$ cat src/rtl/spi_word_fifo.sv
// SPI symbol packer: assembles BYTES_PER_WORD payload bytes into mode-tagged words
// and buffers them in a DEPTH-entry first-word-fall-through FIFO with valid/ready output.
module spi_word_fifo #(
    parameter int BYTES_PER_WORD = 2,
    parameter int DEPTH          = 160,
    parameter int AW             = $clog2(DEPTH)
) (
    input  logic                        CLK,
    input  logic                        Reset_n,
    input  logic [8:0]                  i_Data,
    input  logic                        i_SPI_valid,
    output logic                        o_SPI_ready,
    input  logic                        i_Flush,
    output logic [8*BYTES_PER_WORD-1:0] o_Data_RAM,
    output logic                        o_Mode,
    output logic                        o_RAM_valid,
    input  logic                        i_RAM_ready,
    output logic [AW:0]                 o_Count,
    output logic                        o_Frame_err
);

    localparam int              W       = 8 * BYTES_PER_WORD;
    localparam int              BW      = (BYTES_PER_WORD > 1) ? $clog2(BYTES_PER_WORD) : 1;
    localparam logic [BW-1:0]   LAST    = BW'(BYTES_PER_WORD - 1);
    localparam logic [AW:0]     FULL    = (AW + 1)'(DEPTH);
    localparam logic [AW-1:0]   PTR_MAX = AW'(DEPTH - 1);

    logic [BW-1:0] bcnt;
    logic [W-1:0]  sreg;
    logic          cap_mode;
    logic [AW-1:0] wr_ptr;
    logic [AW-1:0] rd_ptr;
    logic [W:0]    mem [DEPTH];

    logic          at_last;
    logic          accept;
    logic          mismatch;
    logic          push;
    logic          pop;
    logic [W-1:0]  word_in;

    always_comb begin
        at_last     = (bcnt == LAST);
        o_SPI_ready = !i_Flush && (!at_last || (o_Count < FULL));
        accept      = i_SPI_valid && o_SPI_ready;
        mismatch    = accept && (bcnt != '0) && (i_Data[8] != cap_mode);
        push        = accept && at_last && !mismatch;
        o_RAM_valid = (o_Count != '0);
        pop         = o_RAM_valid && i_RAM_ready;
        // Older bytes shift toward the MSBs; anything beyond W bits falls off the top.
        word_in     = (sreg << 8) | W'(i_Data[7:0]);
    end

    always_ff @(posedge CLK or negedge Reset_n) begin
        if (!Reset_n) begin
            bcnt        <= '0;
            sreg        <= '0;
            cap_mode    <= 1'b0;
            o_Frame_err <= 1'b0;
        end else begin
            o_Frame_err <= mismatch;
            if (i_Flush) begin
                bcnt <= '0;
            end else if (accept) begin
                if (mismatch) begin
                    // Mode changed mid-word: the offending byte becomes the first byte of a new word.
                    bcnt     <= BW'(1);
                    sreg     <= W'(i_Data[7:0]);
                    cap_mode <= i_Data[8];
                end else if (at_last) begin
                    bcnt <= '0;
                    sreg <= word_in;
                end else begin
                    bcnt <= bcnt + BW'(1);
                    sreg <= word_in;
                    if (bcnt == '0) cap_mode <= i_Data[8];
                end
            end
        end
    end

    always_ff @(posedge CLK) begin
        if (push) mem[wr_ptr] <= {i_Data[8], word_in};
    end

    always_ff @(posedge CLK or negedge Reset_n) begin
        if (!Reset_n) begin
            wr_ptr  <= '0;
            rd_ptr  <= '0;
            o_Count <= '0;
        end else begin
            if (push) wr_ptr <= (wr_ptr == PTR_MAX) ? '0 : wr_ptr + AW'(1);
            if (pop)  rd_ptr <= (rd_ptr == PTR_MAX) ? '0 : rd_ptr + AW'(1);
            case ({push, pop})
                2'b10:   o_Count <= o_Count + (AW + 1)'(1);
                2'b01:   o_Count <= o_Count - (AW + 1)'(1);
                default: o_Count <= o_Count;
            endcase
        end
    end

    always_comb begin
        o_Mode     = o_RAM_valid ? mem[rd_ptr][W]     : 1'b0;
        o_Data_RAM = o_RAM_valid ? mem[rd_ptr][W-1:0] : '0;
    end

endmodule

$ cat config.mk
export PLATFORM = sky130hd
export DESIGN_NAME = spi_word_fifo
export DESIGN_NICKNAME = d
export VERILOG_FILES = /design/src/rtl/spi_word_fifo.sv
export SDC_FILE = /design/constraint.sdc
export NUM_CORES = 2
export LEC_CHECK = 0
export BUFFER_PORTS_ARGS = -buffer_cell sky130_fd_sc_hd__clkbuf_2
export CORE_AREA = 2 2 492 494
export DETAILED_ROUTE_END_ITERATION = 16
export DIE_AREA = 0 0 494 496
export PLACE_DENSITY_LB_ADDON = 0.05
export SYNTH_ARGS = -nofsm -noshare
export SYNTH_HDL_FRONTEND = slang
export SYNTH_SLANG_ARGS = --single-unit
$ cat constraint.sdc
create_clock -name CLK -period 6.4 [get_ports CLK]
set_clock_uncertainty 0.15 [all_clocks]
set_input_delay 0.96 -clock CLK [delete_from_list [all_inputs] [get_ports CLK]]
set_output_delay 0.96 -clock CLK [all_outputs]
set_load 0.05 [all_outputs]
=== After elaboration in Yosys (flattened, before gate mapping) ===
Memories as Yosys holds them, arrays and structs flattened.
Index checks and enable logic that the tools add are counted.

* Flip-flop bits (word level): 36
* Bits in writable memories: 2720
* Bits of input ports: 14
* Output and inout bits: 29
* Memories: 1

{| class="wikitable"
|+ Memory list
! memory !! depth !! width !! read ports !! clocked after Yosys merged registers in !! wr ports !! RTL line !! source
|-
| mem || 160 || 17 || 1 || 0 || 1 || 33 || <nowiki>logic [W:0] mem [DEPTH];</nowiki>
|}

* $add $sub $neg: 5
* Order comparisons: 1
* Equality and inequality tests: 6
* Multiplexer cells: 14
* Bitwise logic cells: 2
* Reductions and logical operators: 15

{| class="wikitable"
|+ Operator list
! cell !! count
|-
| 2-to-1 mux 8 bit || 3
|-
| one-hot mux 9 bit (2 select lines) || 1
|-
| adder 8 x 1 -> 8 bit, second input constant || 2
|-
| equality test 8 bit, second input constant || 2
|-
| 2-to-1 mux 16 bit || 1
|-
| bitwise OR 16 x 8 -> 16 bit || 1
|-
| adder 9 x 1 -> 9 bit, second input constant || 1
|-
| < comparator 9 x 8 -> 1 bit, second input constant || 1
|-
| 2-to-1 mux 1 bit || 9
|-
| nonzero test 9 bit || 1
|-
| subtractor 9 x 1 -> 9 bit, second input constant || 1
|-
| logical AND 1 bit || 6
|-
| nonzero test 2 bit || 2
|-
| logical NOT 1 bit || 3
|-
| AND reduction 3 bit || 1
|-
| equality test 2 x 1 -> 1 bit, second input constant || 1
|-
| equality test 2 bit, second input constant || 1
|-
| != test 2 x 1 -> 1 bit, second input constant || 1
|-
| AND reduction 2 bit || 1
|-
| adder 1 bit, second input constant || 1
|-
| logical OR 1 bit || 1
|-
| != test 1 bit || 1
|-
| NOT 1 bit || 1
|}

=== Depth between registers and ports, before layout ===
* Depth in word-level cells: 10
* Gate-level depth with buffers: 18
* Mapped depth without buffers: 14

=== Worst setup path before layout ===
Ideal clock, no wire load.

* Path type: register to register
* Start: register o_Count[5]
* End: register o_Count[8]
* Library setup time: 0.082 ns
* Data arrival time: 4.142 ns
* Required time: 6.168 ns
* Path slack: 2.026 ns
* Stages on the path, launching flop included: 19
* Path buffers: 4
* Clock period less this slack: 4.374 ns
* Cell sequence: dfrtp_1 -> clkbuf_1 -> o21ai_0 -> nand2b_1 -> nor4_1 -> and2_1 -> clkbuf_1 -> buf_2 -> inv_1 -> ha_1 -> clkbuf_1 -> xor2_1 -> ha_1 -> or3_1 -> a21oi_1 -> nor3_1 -> or3_1 -> a31oi_1 -> xor2_1

* Longest elaborated chain between the ends: 10

{| class="wikitable"
|+ Ends and longest elaborated chain
! item !! RTL line !! source
|-
| start: declaration || 18 || <nowiki>output logic [AW:0] o_Count,</nowiki>
|-
| start signal: assignment || 95 || <nowiki>2'b10: o_Count <= o_Count + (AW + 1)'(1);</nowiki>
|-
| start signal: assignment || 96 || <nowiki>2'b01: o_Count <= o_Count - (AW + 1)'(1);</nowiki>
|-
| start signal: assignment || 97 || <nowiki>default: o_Count <= o_Count;</nowiki>
|-
| < comparator 9 x 8 -> 1 bit || 44 || <nowiki>o_SPI_ready = !i_Flush && (!at_last || (o_Count < FULL));</nowiki>
|-
| logical OR 1 bit || 44 ||
|-
| logical AND 1 bit || 44 ||
|-
| logical AND 1 bit || 45 || <nowiki>accept = i_SPI_valid && o_SPI_ready;</nowiki>
|-
| logical AND 1 bit || 46, 47 ||
|-
| logical AND 1 bit || 46 || <nowiki>mismatch = accept && (bcnt != '0) && (i_Data[8] != cap_mode);</nowiki>
|-
| logical NOT 1 bit || 47 || <nowiki>push = accept && at_last && !mismatch;</nowiki>
|-
| logical AND 1 bit || 47 ||
|-
| equality test 2 x 1 -> 1 bit or equality test 2 bit (tied branches) || 94 || <nowiki>case ({push, pop})</nowiki>
|-
| one-hot mux 9 bit (2 select lines) or nonzero test 2 bit (tied branches) || n/a ||
|}

Several ways; a longest one is shown, not always the timed one.
A chain may end at the register's enable or synchronous reset.

=== Final worst setup path ===
* Start: register rd_ptr[2]
* End: output o_Data_RAM[10]

* Longest elaborated chain between the ends: 2

{| class="wikitable"
|+ Ends and longest elaborated chain
! item !! RTL line !! source
|-
| start: declaration || 32 || <nowiki>logic [AW-1:0] rd_ptr;</nowiki>
|-
| start signal: assignment || 93 || <nowiki>if (pop) rd_ptr <= (rd_ptr == PTR_MAX) ? '0 : rd_ptr + AW'(1);</nowiki>
|-
| memory (160 x 17 bit) || n/a ||
|-
| 2-to-1 mux 16 bit || 104 || <nowiki>o_Data_RAM = o_RAM_valid ? mem[rd_ptr][W-1:0] : '0;</nowiki>
|-
| end: declaration || 14 || <nowiki>output logic [8*BYTES_PER_WORD-1:0] o_Data_RAM,</nowiki>
|}

Every way passes these cells.

==> impl_metrics.env <==
export IMPL_rsz0062_at_grt="false"
export IMPL_clk_latency_ns=0.94
export IMPL_r2r_cells=10
export IMPL_min_period_over_period=0.982
export IMPL_initialDrtViolationCount=6697
export IMPL_routedWlPerCell_um=37.6
export IMPL_cts_buffer_depth=4
export IMPL_vias=53700
export IMPL_die_h_um=496
export IMPL_finalHoldViolations=0
export IMPL_ioPinCount=43
export IMPL_met1_length_um=140000
export IMPL_rows=180
export IMPL_path_clk_slew_ns=0.06
export IMPL_irDropWorstVdd_v=0.000388
export IMPL_setup_tns_ns=0
export IMPL_finalSetupViolCount=0
export IMPL_worst_r2r_setup_slack_ns=2.06
export IMPL_layout_drive_gt1_share=0.299
export IMPL_drcViolationCount=0
export IMPL_crit_slowest_cell="dfrtp_4"
export IMPL_fillCellCount=19200
export IMPL_hold_end="at_last"
export IMPL_path_buf_inv=4
export IMPL_synth_cell_area_mm2=0.107
export IMPL_h_tree_depth=5
export IMPL_critPathKind="reg -> out"
export IMPL_die_area_mm2=0.245
export IMPL_path_delay_family="compound AO/OA/AOI/OAI gates"
export IMPL_timing_rr_start="o_Count[6]"
export IMPL_cts_tree="yes"
export IMPL_dp_hpwl_um=198000
export IMPL_first_pass_iters=6
export IMPL_wl_met3_um=23000
export IMPL_clockRootBuffer="clkbuf_16"
export IMPL_grt_antenna_before_repair=16
export IMPL_ys_warn_count=0
export IMPL_p_leak_nw=38.8
export IMPL_start_kind="flip-flop"
export IMPL_relSlewSlack=0.148
export IMPL_fin_crit_ns=6.29
export IMPL_ys_async_sr_fraction=0.0131
export IMPL_dpl_cell_area_mm2=0.113
export IMPL_drv_slew=0
export IMPL_fp_coreArea_mm2=0.240
export IMPL_grt_overflow_total=0
export IMPL_grt_max_degree=114
export IMPL_endpoint_kind="primary output"
export IMPL_cp_required_ns=5.29
export IMPL_reg2reg_to="mem[10][8]"
export IMPL_nNetsFinal=5360
export IMPL_outcome="finished, final reports clean"
export IMPL_numPlacedInstances=8201
export IMPL_cp_common_cell="buf_4"
export IMPL_syn_to_final_growth_pct=14.1
export IMPL_cts_buffers=309
export IMPL_max_freq_mhz=159
export IMPL_start_util=0.447
export IMPL_avgSynthCellArea_um2=21.9
export IMPL_viasPerCell=6.16
export IMPL_min_from="i_Flush"
export IMPL_wl_met2_um=152000
export IMPL_arrival_ns=5.18
export IMPL_postRouteAntennaNets=0
export IMPL_stdcell_count=8729
export IMPL_ys_ff_latch=2756
export IMPL_synth_cell_types=78
export IMPL_die_width_um=494
export IMPL_whs_path_depth=2
export IMPL_synthCells=4884
export IMPL_worst_pin_slew_ns=1.27
export IMPL_clkSinkCount=2756
export IMPL_p_per_area_mw_per_mm2=452
export IMPL_synthFlopType="edfxtp_1"
export IMPL_routed_top_layer="met5"
export IMPL_grt_pass1_vias=53600
export IMPL_grt_pass1_wl_um=451000
export IMPL_synth_nets=4907
export IMPL_cap_viol_max_count=0
export IMPL_crit_chain="buf_4 > nand3b_1 > buf_12 > o221ai_1 > a221oi_1 > a2bb2oi_1 > buf_4 > o211ai_1 > a31oi_1 > clkbuf_2"
export IMPL_gp_congestion=0.857
export IMPL_seq_area_frac_synth=0.771
export IMPL_wl_um=328000
export IMPL_io_buffers=42
export IMPL_worstPathMaxFanout=29
export IMPL_synth_edf_count=2720
export IMPL_hp_class="in -> reg"
export IMPL_grt_use_total=0.268
export IMPL_timing_critical_path_slowest_cell_delay_ns=0.68
export IMPL_final_cell_area_mm2=0.122
stage by stage:
stage | power, W | hold slack (ns) | utilization | setup WS, ns
floorplan | 0.0319 | 0.339 | - | 2.03
CTS | 0.0557 | 0.0100 | 0.510 | 0.0804
finish | 0.0553 | 0.0705 | 0.511 | 0.113
global route | 0.0569 | 0.0557 | 0.510 | 0.0936
detailed placement | 0.0394 | 0.375 | 0.472 | 0.561
global placement | 0.0394 | 0.361 | 0.472 | 0.582
registers in the layout, indices dropped and copies added, names as in the netlist:
register	flops
sreg	8
rd_ptr	8
o_Frame_err	1
o_Count	9
at_last	1
cap_mode	1
mem	2720
wr_ptr	8
how the worst max path moves through the flow:
| stage | slack, ns | from | cells after the start | end |
|---|---|---|---|---|
| floorplan | 2.03 | o_Count[5] | 18 | o_Count[8] |
| global placement | 0.58 | rd_ptr[0] | 8 | o_Data_RAM[7] |
| detailed placement | 0.56 | rd_ptr[0] | 8 | o_Data_RAM[7] |
| CTS | 0.08 | rd_ptr[3] | 10 | o_Data_RAM[13] |
| global route | 0.09 | rd_ptr[0] | 11 | o_Data_RAM[13] |
| finish | 0.11 | rd_ptr[2] | 10 | o_Data_RAM[10] |
metal layers:
metal	vias to the layer above	track usage
li1	21600	-
met1	29500	0.389
met2	2202	0.410
met3	504	0.0455
met4	14	0.0994
met5	-	0
power breakdown:
group          internal (W)  switching [W]  total [W]
Sequential           0.0206       0.000575     0.0212
Clock               0.00930        0.00691     0.0162
Combinational       0.00659         0.0113     0.0179
Total                0.0365         0.0188     0.0553
cells in the final DEF, fill, tap and decap left out, types with 11 or more instances in the layout:
cell type  instances
dfrtp_1           22
buf_4            347
dfrtp_4           13
o21ai_0           47
nor2_2           155
a211oi_1          16
and3_1            13
o221ai_1          39
mux4_2           625
a22oi_1           45
xnor2_1           12
clkbuf_1          82
nor2b_1           12
clkinv_1          62
a31oi_1           18
mux2i_1          238
clkbuf_2          31
nand2_1          138
nand4_1           11
mux2_2            32
xor2_1            12
nor2_1            55
o22ai_1           28
a221oi_1          45
nor3_1            18
buf_12            32
a21oi_1           57
clkinv_2          34
a32oi_1           11
clkbuf_16        315
nand3_1           35
edfxtp_1        2720
mux4_1            15
cell families after synthesis:
kind of cell / count (synthesis) / share of synthesized area
flip-flops: 2756 / 0.771
multiplexers: 912 / 0.161
AND/OR/NAND/NOR: 489 / 0.0200
AO/OA/AOI/OAI: 402 / 0.0274
buffers and inverters: 292 / 0.0183
XOR/XNOR: 24 / 0.00196
adder cells (fa/ha/maj): 9 / 0.00105
synthesized netlist by cell type, types with 37 or more instances:
cell / instances / area, µm²
a21oi_1: 57 / 285
a221oi_1: 46 / 403
a22oi_1: 46 / 345
buf_2: 82 / 410
buf_4: 38 / 285
buf_6: 37 / 417
clkbuf_1: 81 / 304
edfxtp_1: 2720 / 81700
mux2i_1: 240 / 2400
mux4_2: 625 / 14100
nand2_1: 138 / 518
nand3_1: 39 / 195
nor2_1: 212 / 796
o21ai_0: 47 / 235
o221ai_1: 39 / 342
cell type report:
| class | count | area (µm²) | share of cell area |
|---|---|---|---|
| Tap cell | 3185 | 3990 | 0.0326 |
| Multi-Input combinational cell | 1836 | 23200 | 0.189 |
| Sequential cell | 2756 | 82600 | 0.675 |
| Clock inverter | 116 | 767 | 0.00627 |
| Antenna cell | 4 | 10.0 | 0.0000818 |
| Timing Repair Buffer | 420 | 3510 | 0.0287 |
| Clock buffer | 398 | 8200 | 0.0671 |
| Inverter | 14 | 60.1 | 0.000491 |
what timing repair did:
| action | in CTS | in global routing |
|---|---|---|
| endpoints found under the setup margin | 8 | 0 |
| buffers inserted | 9 | 0 |
| gates resized for setup | 8 | 0 |
| hold buffers | 1 | 0 |
| hold endpoints to repair | 20 | 0 |
No activity file was read; power rests on OpenSTA's default activity.
